$ cat config.mk
export PLATFORM = sky130hd
export DESIGN_NAME = shift_add_multiplier
export DESIGN_NICKNAME = d
export VERILOG_FILES = /design/src/rtl/shift_add_multiplier.sv
export SDC_FILE = /design/constraint.sdc
export NUM_CORES = 1
export LEC_CHECK = 0
export ABC_AREA = 1
export ABC_CLOCK_PERIOD_IN_PS = 2750
export CAP_MARGIN = 25
export CORE_AREA = 2 2 105 56
export CTS_CLUSTER_DIAMETER = 200
export DETAILED_ROUTE_END_ITERATION = 8
export DIE_AREA = 0 0 107 58
export GPL_ROUTABILITY_DRIVEN = 0
export MAX_ROUTING_LAYER = met4
export PLACE_DENSITY = 0.68
export SLEW_MARGIN = 20
export SYNTH_ARGS = -nofsm -noshare
export SYNTH_HDL_FRONTEND = slang
export SYNTH_SLANG_ARGS = --single-unit
$ cat constraint.sdc
create_clock -name clk -period 2.75 [get_ports clk]
set_clock_uncertainty 0.15 [all_clocks]
set_input_delay 0.4125 -clock clk [delete_from_list [all_inputs] [get_ports clk]]
set_output_delay 0.4125 -clock clk [all_outputs]
set_load 0.05 [all_outputs]
$ cat src/rtl/shift_add_multiplier.sv
// Sequential shift-and-add multiplier with a valid/ready handshake on both
// sides. One operand pair is accepted in IDLE. BUSY then runs WIDTH add/shift
// iterations on unsigned magnitudes. The sign is reapplied when the result
// loads into product, and DONE holds product until the consumer takes it.
module shift_add_multiplier #(
  parameter int WIDTH = 4
) (
  input  logic               clk,
  input  logic               rst,
  input  logic               in_valid,
  output logic               in_ready,
  input  logic [WIDTH-1:0]   a,
  input  logic [WIDTH-1:0]   b,
  input  logic               signed_mode,
  output logic               out_valid,
  input  logic               out_ready,
  output logic [2*WIDTH-1:0] product,
  output logic               busy
);

  localparam int CW = $clog2(WIDTH + 1);
  localparam logic [CW-1:0] LAST_ITER = CW'(WIDTH - 1);

  typedef enum logic [1:0] {
    IDLE = 2'd0,
    BUSY = 2'd1,
    DONE = 2'd2
  } state_t;

  state_t state, state_next;

  logic [2*WIDTH-1:0] mcand;    // multiplicand magnitude, shifts left
  logic [WIDTH:0]     mplier;   // multiplier magnitude, shifts right
  logic [2*WIDTH-1:0] acc;
  logic [CW-1:0]      iter;
  logic               negate;

  logic [WIDTH:0]     a_ext, b_ext, a_mag, b_mag;
  logic [2*WIDTH-1:0] acc_sum;
  logic               accept, last_iter;

  // Handshake flags decode directly from the registered state.
  assign in_ready  = (state == IDLE);
  assign busy      = (state == BUSY);
  assign out_valid = (state == DONE);

  assign accept    = in_ready && in_valid;
  assign last_iter = (iter == LAST_ITER);

  // Operand magnitudes and the partial sum for the current iteration.
  always_comb begin
    // NOTE: every always_comb output gets a default first so no path can infer a latch.
    a_ext   = {signed_mode & a[WIDTH-1], a};
    b_ext   = {signed_mode & b[WIDTH-1], b};
    a_mag   = a_ext[WIDTH] ? -a_ext : a_ext;
    b_mag   = b_ext[WIDTH] ? -b_ext : b_ext;
    acc_sum = acc + (mplier[0] ? mcand : '0);
  end

  // State register. Reset wins over every handshake event.
  always_ff @(posedge clk) begin
    // NOTE: sequential state uses non-blocking assignments so every register samples pre-edge values.
    if (rst) state <= IDLE;
    else     state <= state_next;
  end

  // Next-state logic.
  always_comb begin
    state_next = state;
    case (state)
      IDLE:    if (in_valid)  state_next = BUSY;
      BUSY:    if (last_iter) state_next = DONE;
      DONE:    if (out_ready) state_next = IDLE;
      default: state_next = IDLE;
    endcase
  end

  // Datapath: capture on acceptance, iterate in BUSY, load product on the last iteration.
  always_ff @(posedge clk) begin
    if (rst) begin
      // NOTE: all datapath registers clear on reset so an aborted run leaves nothing visible.
      mcand   <= '0;
      mplier  <= '0;
      acc     <= '0;
      iter    <= '0;
      negate  <= 1'b0;
      product <= '0;
    end else begin
      if (accept) begin
        mcand  <= {{(WIDTH-1){1'b0}}, a_mag};
        mplier <= b_mag;
        acc    <= '0;
        iter   <= '0;
        negate <= signed_mode & (a[WIDTH-1] ^ b[WIDTH-1]);
      end else if (state == BUSY) begin
        acc    <= acc_sum;
        mplier <= mplier >> 1;
        mcand  <= mcand << 1;
        iter   <= iter + CW'(1);
        if (last_iter) product <= negate ? -acc_sum : acc_sum;
      end
    end
  end

endmodule

==> flow_summary_export.csv <==
group,metric,value,unit
yosys,synth.cell_area,2060,sq um
clocking,clockBufferDepth,2,
yosys,synth_top_area_share,34.0,%
cells_and_area,final_area,2420,sq um
power,p_per_area,455,nW/um^2
timing,rsz0062_at_grt,"no",
cells_and_area,drive_above_1_share,7.12,%
placed_design,place_hpwl,3870,um
cells_and_area,final_nets,348,
timing,fmax,404,MHz
route,drcViolationCount,0,
clocking,cts-root-buf,"clkbuf_8",
floorplan,die_y,58,um
route,top_layer_used,"met4",
placed_design,place_inst,388,
placed_design,numPortBuffers,23,
cells_and_area,layout_commonest_cell,"nand2_1",
timing,drv_slew,0,
route,dr.pass1.iters,5,
yosys,synth-seq-area-share,34.0,%
critical_path,crit_family,"adder cells",
critical_path,crit_type,"flop to flop",
route,wl_met2,1600,um
critical_path,crit_chain,"nand2_1 -> inv_1 -> ha_1 -> inv_1 -> fa_1 -> ha_1 -> inv_1 -> nor2_1 -> nand3_1 -> nor2_1 -> nand2_1 -> nand3_1 -> nand3_1 -> nand2_1 -> inv_1",
cells_and_area,syn_to_final_growth,17.7,%
yosys,synthCells,299,
grt,track_usage,17.4,%
cells_and_area,antenna_cells,0,
clocking,cts_buffers,5,
yosys,yosys_warnings,0,
route,avgRoutedWirePerCell,12.4,um
yosys,synth.area.top_cells,"dfxtp_1 34%, nand2_1 13%, inv_1 8.2%",
power,power,1.10,mW
run_status,outcome,"finished, final reports clean",
route,dr_wl_met3,471,um
clocking,cts_tree,"built",
yosys,synth_cell_types,29,
clocking,htreeDepth,2,
power,power.switching,0.327,mW
critical_path,cp_data_required_time,2.79,ns
power,power_frac_seq,49.3,%
yosys,synth_nets,325,
route,met1_length,2810,um
critical_path,path_buf_inv,4,
grt,antenna_found_initial,0,
clocking,clkTransAtPathRegs,0.07,ns
power,ir_drop,0.222,mV
timing,whs,0.312,ns
critical_path,crit_path_top_delay_cell,"fa_1",
floorplan,dieArea,6210,sq um
flow_run,maxCapViolCount,0,
hold_path,hold_class,"flop to flop",
route,ant_nets,0,
power,p_sw_share,29.6,%
route,drtIter0Drc,150,
critical_path,path_max_fanout,9,
power,combPwrFrac,18.1,%
timing,finalSetupViolCount,0,
grt,grt_max_degree,24,
critical_path,cp.arrival,2.52,ns
route,routed_wl,4910,um
critical_path,start_kind,"flop",
timing,setup_ws,0.277,ns
grt,grt_pass1_vias,1576,
critical_path,crit_top_cell,"inv_1",
grt,grt_first_pass_wirelength,7960,um
critical_path,max_stage_delay,0.56,ns
yosys,ys_ff_latch,35,
timing,setup_tns,0,ns
timing,timing.final.crit_share,89.9,%
power,leakage,1.14,nW
cells_and_area,most-common-layout-cells,"74 x nand2_1, 45 x inv_1, 34 x dfxtp_1",
timing,tightestPinTransition,0.502,ns
route,routed_via_density,4.85,
timing,slew_headroom,66.4,%
power,p_int,0.778,mW
placed_design,dpl-instance-area,2340,sq um
critical_path,end_kind,"flop",
floorplan,initial_core_util,38.9,%
yosys,yosys.area.top_type,"dfxtp_1",
timing,min_period,2.47,ns
route,vias,1921,
floorplan,coreArea,5300,sq um
floorplan,core.rowCount,19,
power,power.share.clock,32.6,%
clocking,clock_latency,0.29,ns
floorplan,die_w,107,um
cells_and_area,post-route-util,45.7,%
grt,gr-total-overflow,0,
timing,finalHoldViolations,0,
cells_and_area,finalNonFillerCells,396,
yosys,avgSynthCellArea,6.89,sq um
placed_design,place_ws,0.217,ns
floorplan,ios,24,
clocking,cts.sinks,35,
worst paths after layout:
check | start | to | slack, ns | cells past startpoint
worst max register to register | mplier[0] | product[6] | 0.28 | 15
worst max-delay path | mplier[0] | product[6] | 0.28 | 15
worst min-delay path | mplier[4] | mplier[4] | 0.31 | 2
worst min register to register | mplier[4] | mplier[4] | 0.31 | 2
cell families (layout without fill, tap and decap cells):
group	after synthesis	after routing	share of synthesized area (%)
buffers and inverters	58	82	11.6
and+or+nand+nor	123	123	26.0
xor gates and xnor gates	8	8	3.40
AOI/OAI and AO/OA	62	62	16.8
DFF	35	35	34.0
adders and majority gates	13	13	8.26
sequential cells by signal, indices dropped and copies added (netlist names):
register	count
acc	8
mcand	8
product	8
mplier	5
iter	3
state	2
negate	1
synthesized netlist by cell type (all sizes together):
cell type / number
a211oi: 1
a21oi: 28
a221oi: 1
a31oi: 1
and2: 1
buf: 7
clkbuf: 2
dfxtp: 35
fa: 1
ha: 12
inv: 49
nand2: 77
nand3: 18
nand3b: 1
nand4: 1
nor2: 25
o211ai: 4
o21a: 2
o21ai: 22
o221ai: 1
o31ai: 2
xnor2: 1
xor2: 7
power by group through the flow:
stage,logic (mW),clock network (mW),registers [mW]
final,0.200,0.360,0.544
after global routing,0.222,0.393,0.547
after CTS,0.198,0.368,0.544
after detailed placement,0.196,0,0.555
after global placement,0.195,0,0.554
after floorplan,0.141,0,0.548
final cells by class:
cell class / count / area [sq um]
fill: 523 / 2880
multi-input combinational: 206 / 1120
sequential: 35 / 702
timing repair buffer: 25 / 245
inverter: 49 / 184
tap: 73 / 91.3
clock buffer: 7 / 76.3
clock inverter: 1 / 5.00
worst register-to-register path, delay by kind of cell, from the launching register on:
family | cells | cell delay (ns)
simple gates | 8 | 0.70
flops | 1 | 0.41
fa+ha+maj | 3 | 0.91
buf+inv | 4 | 0.21
layer usage:
layer  track usage (%)  vias up
met5                 -        -
met4              3.34        0
met3              5.29        4
met2              19.0       70
met1              28.9      843
li1                  -     1004
timing repair:
item	CTS	global route
setup endpoints to repair	0	2
hold endpoints to repair	0	0
gates resized for setup	0	1
hold buffers	0	0
buffers inserted	0	0
Power figures use the tool's default switching activity.
